File: src/rtl/rv32im_bus_pkg.sv
// Shared bus types and constants for the instruction-side Wishbone prefetch path.
package rv32im_bus_pkg;

    localparam logic [3:0]  WB_SEL_WORD = 4'hF;
    localparam logic [31:0] INSN_BYTES  = 32'd4;

    typedef enum logic [1:0] {
        IDLE,
        FETCH,
        DISCARD
    } pfq_state_t;

    typedef struct packed {
        logic        err;
        logic [31:0] data;
    } pfq_entry_t;

endpackage

File: src/rtl/prefetch_fifo.sv
// Small synchronous FIFO of prefetched instruction entries.
// Head is readable combinationally; flush empties it in one cycle and overrides push/pop.
module prefetch_fifo
    import rv32im_bus_pkg::*;
#(
    parameter int DEPTH = 4,
    localparam int AW   = (DEPTH > 1) ? $clog2(DEPTH) : 1,
    localparam int CW   = AW + 1
) (
    input  logic          clk,
    input  logic          rst_n,
    input  logic          flush_i,
    input  logic          push_i,
    input  pfq_entry_t    push_data_i,
    input  logic          pop_i,
    output pfq_entry_t    head_o,
    output logic [CW-1:0] count_o,
    output logic          empty_o,
    output logic          full_o
);

    localparam logic [CW-1:0] DEPTH_C = CW'(DEPTH);

    logic [AW-1:0] wr_ptr_q, wr_ptr_d;
    logic [AW-1:0] rd_ptr_q, rd_ptr_d;
    logic [CW-1:0] count_q,  count_d;
    pfq_entry_t    slot_w [DEPTH];

    // Register-based slots: the head must be visible in the same cycle as the core request.
    for (genvar gi = 0; gi < DEPTH; gi++) begin : g_slot
        pfq_entry_t slot_q;

        always_ff @(posedge clk or negedge rst_n) begin
            if (!rst_n) begin
                slot_q <= '0;
            end else if (push_i && !flush_i && (wr_ptr_q == AW'(gi))) begin
                slot_q <= push_data_i;
            end
        end

        assign slot_w[gi] = slot_q;
    end

    always_comb begin
        wr_ptr_d = wr_ptr_q;
        rd_ptr_d = rd_ptr_q;
        count_d  = count_q;
        if (flush_i) begin
            wr_ptr_d = '0;
            rd_ptr_d = '0;
            count_d  = '0;
        end else begin
            if (push_i) begin
                wr_ptr_d = wr_ptr_q + AW'(1);
            end
            if (pop_i) begin
                rd_ptr_d = rd_ptr_q + AW'(1);
            end
            case ({push_i, pop_i})
                2'b10:   count_d = count_q + CW'(1);
                2'b01:   count_d = count_q - CW'(1);
                default: count_d = count_q;
            endcase
        end
    end

    always_ff @(posedge clk or negedge rst_n) begin
        if (!rst_n) begin
            wr_ptr_q <= '0;
            rd_ptr_q <= '0;
            count_q  <= '0;
        end else begin
            wr_ptr_q <= wr_ptr_d;
            rd_ptr_q <= rd_ptr_d;
            count_q  <= count_d;
        end
    end

    assign head_o  = slot_w[rd_ptr_q];
    assign count_o = count_q;
    assign empty_o = (count_q == '0);
    assign full_o  = (count_q == DEPTH_C);

endmodule

File: src/rtl/iwb_prefetch_queue.sv
// Instruction prefetch queue between the core's Wishbone fetch port and memory.
// Optional IWB_PREFETCH_STATS_EN adds saturating hit/flush counters as outputs.
module iwb_prefetch_queue
    import rv32im_bus_pkg::*;
#(
    parameter int DEPTH = 4
) (
    input  logic        clk,
    input  logic        rst_n,
    input  logic [31:0] s_adr_i,
    input  logic        s_cyc_i,
    input  logic        s_stb_i,
    input  logic        s_we_i,
    output logic [31:0] s_dat_o,
    output logic        s_ack_o,
    output logic        s_err_o,
    output logic [31:0] m_adr_o,
    input  logic [31:0] m_dat_i,
    output logic        m_cyc_o,
    output logic        m_stb_o,
    output logic        m_we_o,
    output logic [3:0]  m_sel_o,
    input  logic        m_ack_i,
    input  logic        m_err_i
`ifdef IWB_PREFETCH_STATS_EN
    ,
    output logic [31:0] stat_hit_o,
    output logic [31:0] stat_flush_o
`endif
);

    localparam int AW = (DEPTH > 1) ? $clog2(DEPTH) : 1;
    localparam int CW = AW + 1;
    localparam logic [CW-1:0] DEPTH_C = CW'(DEPTH);

    pfq_state_t  state_q, state_d;
    logic [31:0] head_pc_q, head_pc_d;
    logic [31:0] fetch_pc_q, fetch_pc_d;
    logic [31:0] m_adr_q, m_adr_d;
    logic        stream_valid_q, stream_valid_d;
    logic        halt_q, halt_d;

    logic          req_w, illegal_w, legal_w, at_head_w, hit_w, miss_w;
    logic          bus_done_w;
    logic          fifo_push_w;
    pfq_entry_t    fifo_push_data_w;
    pfq_entry_t    head_w;
    logic [CW-1:0] count_w;
    logic [CW-1:0] count_after_w;
    logic          empty_w;
    logic          full_w;

    prefetch_fifo #(
        .DEPTH (DEPTH)
    ) u_fifo (
        .clk         (clk),
        .rst_n       (rst_n),
        .flush_i     (miss_w),
        .push_i      (fifo_push_w),
        .push_data_i (fifo_push_data_w),
        .pop_i       (hit_w),
        .head_o      (head_w),
        .count_o     (count_w),
        .empty_o     (empty_w),
        .full_o      (full_w)
    );

    // Core-side decode; an in-stream request with an empty queue is neither hit nor miss.
    assign req_w      = s_cyc_i & s_stb_i;
    assign illegal_w  = req_w & (s_we_i | (s_adr_i[1:0] != 2'b00));
    assign legal_w    = req_w & ~illegal_w;
    assign at_head_w  = stream_valid_q & (s_adr_i == head_pc_q);
    assign hit_w      = legal_w & at_head_w & ~empty_w;
    assign miss_w     = legal_w & ~at_head_w;
    assign bus_done_w = m_ack_i | m_err_i;

    // Occupancy after this cycle's push and pop; only consulted in FETCH where count < DEPTH.
    assign count_after_w = count_w + CW'(1) - CW'(hit_w);

    always_comb begin
        state_d          = state_q;
        head_pc_d        = head_pc_q;
        fetch_pc_d       = fetch_pc_q;
        stream_valid_d   = stream_valid_q;
        halt_d           = halt_q;
        fifo_push_w      = 1'b0;
        fifo_push_data_w = '0;

        if (miss_w) begin
            head_pc_d      = s_adr_i;
            fetch_pc_d     = s_adr_i;
            stream_valid_d = 1'b1;
            halt_d         = 1'b0;
            if ((state_q != IDLE) && !bus_done_w) begin
                state_d = DISCARD;
            end else begin
                state_d = FETCH;
            end
        end else begin
            if (hit_w) begin
                head_pc_d = head_pc_q + INSN_BYTES;
            end
            case (state_q)
                IDLE: begin
                    if (stream_valid_q && !halt_q && !full_w) begin
                        state_d = FETCH;
                    end
                end
                FETCH: begin
                    if (m_ack_i) begin
                        fifo_push_w           = 1'b1;
                        fifo_push_data_w.err  = 1'b0;
                        fifo_push_data_w.data = m_dat_i;
                        fetch_pc_d            = fetch_pc_q + INSN_BYTES;
                        state_d               = (count_after_w < DEPTH_C) ? FETCH : IDLE;
                    end else if (m_err_i) begin
                        fifo_push_w           = 1'b1;
                        fifo_push_data_w.err  = 1'b1;
                        fifo_push_data_w.data = m_dat_i;
                        halt_d                = 1'b1;
                        state_d               = IDLE;
                    end
                end
                DISCARD: begin
                    if (bus_done_w) begin
                        state_d = FETCH;
                    end
                end
                default: state_d = IDLE;
            endcase
        end
    end

    // The bus address stays on the abandoned read until memory terminates it.
    assign m_adr_d = (state_d == DISCARD) ? m_adr_q : fetch_pc_d;

    always_ff @(posedge clk or negedge rst_n) begin
        if (!rst_n) begin
            state_q        <= IDLE;
            head_pc_q      <= '0;
            fetch_pc_q     <= '0;
            m_adr_q        <= '0;
            stream_valid_q <= 1'b0;
            halt_q         <= 1'b0;
        end else begin
            state_q        <= state_d;
            head_pc_q      <= head_pc_d;
            fetch_pc_q     <= fetch_pc_d;
            m_adr_q        <= m_adr_d;
            stream_valid_q <= stream_valid_d;
            halt_q         <= halt_d;
        end
    end

    assign s_dat_o = head_w.data;
    assign s_ack_o = hit_w & ~head_w.err;
    assign s_err_o = illegal_w | (hit_w & head_w.err);

    assign m_cyc_o = (state_q != IDLE);
    assign m_stb_o = m_cyc_o;
    assign m_we_o  = 1'b0;
    assign m_sel_o = WB_SEL_WORD;
    assign m_adr_o = m_adr_q;

`ifdef IWB_PREFETCH_STATS_EN
    logic [31:0] stat_hit_q, stat_flush_q;

    always_ff @(posedge clk or negedge rst_n) begin
        if (!rst_n) begin
            stat_hit_q   <= '0;
            stat_flush_q <= '0;
        end else begin
            if (hit_w && (stat_hit_q != '1)) begin
                stat_hit_q <= stat_hit_q + 32'd1;
            end
            if (miss_w && (stat_flush_q != '1)) begin
                stat_flush_q <= stat_flush_q + 32'd1;
            end
        end
    end

    assign stat_hit_o   = stat_hit_q;
    assign stat_flush_o = stat_flush_q;
`endif

endmodule

File: config.mk
export PLATFORM = sky130hd
export DESIGN_NAME = iwb_prefetch_queue
export DESIGN_NICKNAME = d
export VERILOG_FILES = /design/src/rtl/rv32im_bus_pkg.sv /design/src/rtl/prefetch_fifo.sv /design/src/rtl/iwb_prefetch_queue.sv
export SDC_FILE = /design/constraint.sdc
export NUM_CORES = 1
export LEC_CHECK = 0
export BUFFER_PORTS_ARGS = -buffer_cell sky130_fd_sc_hd__buf_4
export CELL_PAD_IN_SITES_DETAIL_PLACEMENT = 1
export CELL_PAD_IN_SITES_GLOBAL_PLACEMENT = 2
export CORE_AREA = 3 3 171 173
export DETAILED_ROUTE_END_ITERATION = 8
export DIE_AREA = 0 0 174 176
export PLACE_DENSITY = 0.83
export REMOVE_ABC_BUFFERS = 1
export SETUP_SLACK_MARGIN = 0.2
export SLEW_MARGIN = 30
export SYNTH_ARGS = -nofsm -noshare
export SYNTH_HDL_FRONTEND = slang
export SYNTH_SLANG_ARGS = --single-unit
File: constraint.sdc
create_clock -name clk -period 7.8 [get_ports clk]
set_clock_uncertainty 0.15 [all_clocks]
set_input_delay 0.39 -clock clk [delete_from_list [all_inputs] [get_ports clk]]
set_output_delay 0.39 -clock clk [all_outputs]
set_load 0.05 [all_outputs]
==> reports/qor.yml <==
synthToLayoutAreaGrowth_pct: 20.8
io_buffer_count: 138
wl_per_cell_um: 21.1
use_met2_pct: 35.3
insertion_delay_ps: 540
worst_slack_ps: 3570
p_sw_mw: 2.02
core_sq_um: 27800
place_congestion: 0.852
fmax_ghz: 0.236
p_int_mw: 3.38
critical_path_peak_fanout: 37
synth_cell_types: 62
fillers: 2893
postSynthAreaPerCell_sq_um: 12.5
antenna_left: 0
grt_pass1_wl_um: 50800
drive_gt1_share_pct: 36.3
power.density_nw_per_um2: 375
synthFlopType: "dfrtp_1"
critPathArrivalTime_ps: 3690
cts_setup_buffers: 0
leakage_nw: 6.16
final_cell_mix: "dfrtp_1, mux2_2, buf_4"
final.min_clock_period_ps: 4230
cts_tree: "built"
worstSetupEndpointType: "output pin"
post-route-period-util_pct: 54.2
grt_pass1_vias: 8916
power_frac_seq_pct: 38.2
vias: 8215
ioPinCount: 144
track_usage_pct: 20.7
final-seq-area_sq_um: 5980
holdPathStages: 3
cts_buffer_depth: 3
antenna_found_initial: 1
die-area_sq_um: 30600
drv_slew: 0
grt_setup_unrepaired: "no"
finalSetupViolations: 0
cts_inserted_buffers: 26
die_h_um: 176
yosys_warnings: 0
tightest_slew_ps: 989
synth_cells: 954
grt-ovfl-total: 0
dp_hpwl_um: 21000
final_common_cell: "dfrtp_1"
hold_path.class: "input pin to flop"
worst_ir_drop_vdd_uv: 359
die_w_um: 174
power.share.switching_pct: 37.4
cts-htree-levels: 1
grt-busiest-layer: "met2"
place_ws_ps: 3620
drt_iter0_markers: 355
stdcell_count: 1505
finalSetupTns_ps: 0
drtPass1Iterations: 4
antenna_cells: 0
slew_headroom_pct: 34.1
yosysSeqAreaShare_pct: 50.1
route.detailed.drc: 0
multi_input_area_sq_um: 5450
synth_edf_count: 0
grt_max_degree: 117
clkPwrFrac_pct: 22.9
grt_util_met1_pct: 27.2
cts_resized: 0
grtUsageMet3_pct: 4.00
syn_area_sq_um: 11900
startpoint_type: "input pin"
combPwrFrac_pct: 38.9
cts_sinks: 239
layout.nets: 1190
r2r_cells: 7
async_flop_share_pct: 100
routed_wl_um: 31700
final_hold_viol_count: 0
rows: 61
outcome: "completed"
crit_type: "input pin to output pin"
start_util_pct: 43.0
dp_cells: 1417
worst-endpoint-required_ps: 7260
cts-root-buf: "clkbuf_16"
ys_ff_latch: 239
max_cap_viol_count: 0
viasPerCell: 5.46
clk_pin_slew_ps: 70
worst max-delay path: stages:
cell and delay, ps:
buf_4 110, nor3_1 540, nor2b_2 250, buf_4 390
and2_1 740, nand4_1 740, nor2_1 280, buf_4 230
power groups by stage:
| stage | combinational, mW | sequential (mW) | clock, mW |
|---|---|---|---|
| finish | 2.11 | 2.07 | 1.24 |
| floorplan | 1.39 | 2.14 | 0 |
| global placement | 2.05 | 2.05 | 0 |
| CTS | 2.13 | 2.07 | 1.27 |
| detailed placement | 2.10 | 2.08 | 0 |
| global route | 2.25 | 2.14 | 1.33 |
synthesized netlist by cell type (9+ instances only):
cell      instances  share of area, %
nor3_1           19              0.80
mux2_1           10              0.94
nand4_1          26               1.4
xor2_1           30               2.2
and3_1           13              0.68
mux2_2          156                15
o21ai_0          28               1.2
nor2_1           31              0.97
buf_6            21               2.0
inv_1            19              0.60
o211ai_1         10              0.63
buf_4            13              0.82
xnor2_1          38               2.8
nor4_1            9              0.47
o21ai_2          14               1.0
mux4_2           33               6.2
clkbuf_1         13              0.41
nand2_1          46               1.4
a21oi_1          18              0.75
ha_1              9              0.94
dfrtp_1         239                50
nand3_1          55               2.3
metrics by stage:
| stage | power, mW | util [%] | instance area, sq um | hold WS [ps] |
|---|---|---|---|---|
| floorplan | 3.53 | - | 11500 | -55.6 |
| global placement | 4.10 | 47.1 | 13100 | 313 |
| detailed placement | 4.18 | 47.1 | 13100 | 317 |
| CTS | 5.47 | 51.7 | 14400 | 7.34 |
| global route | 5.72 | 51.9 | 14400 | 26.3 |
| finish | 5.41 | 51.9 | 14400 | 21.3 |
cell families after synthesis:
| family | count (synthesis) | synth area share [%] |
|---|---|---|
| compound gates | 104 | 5.83 |
| fa+ha+maj | 9 | 0.944 |
| flops | 239 | 50.1 |
| xor+xnor | 70 | 5.26 |
| simple gates | 240 | 10.8 |
| mux | 207 | 22.6 |
| other cells | 2 | 0.0629 |
| buf+inv | 83 | 4.43 |
flip-flops by register name, indices dropped and copies added (netlist names):
name                  flops
fetch_pc_q               32
stream_valid_q            1
head_pc_q                32
state_q                   2
u_fifo.g_slot.slot_q    132
u_fifo.count_o            3
halt_q                    1
m_adr_o                  32
u_fifo.wr_ptr_q           2
u_fifo.rd_ptr_q           2
cell type report:
| type | instances | share of cell area, % |
|---|---|---|
| clock inverters | 7 | 0.651 |
| flip-flops and latches | 239 | 41.5 |
| inverters | 19 | 0.495 |
| well taps | 378 | 3.28 |
| multi-input cells | 635 | 37.8 |
| clock buffers | 38 | 5.38 |
| repair buffers | 189 | 10.9 |
layer usage:
metal / routed length (um) / share of wire (%)
met5: 11 / 0.035
met4: 970 / 3.1
met3: 1740 / 5.5
met2: 15500 / 49
met1: 13500 / 43
timing repair:
action,4_1_cts,5_1_grt
endpoints found under the hold margin,254,0
hold buffers,41,0
endpoints found under the setup margin,0,0
final timing paths:
kind                            slack (ps)                 startpoint                                      end
worst max register to register        3860  head_pc_q[17]$_DFFE_PN0P_  u_fifo.g_slot[0].slot_q[17]$_DFFE_PN0P_
worst max-delay path                  3570                     s_we_i                                  s_ack_o
worst min register to register         330    fetch_pc_q[1]$_DFF_PN0_                  fetch_pc_q[1]$_DFF_PN0_
max in group asynchronous             6240                      rst_n                 fetch_pc_q[19]$_DFF_PN0_
min in group asynchronous              210                      rst_n                  fetch_pc_q[8]$_DFF_PN0_
worst min-delay path                    20                s_adr_i[23]                head_pc_q[23]$_DFFE_PN0P_
No activity file was read; power rests on OpenSTA's default activity.
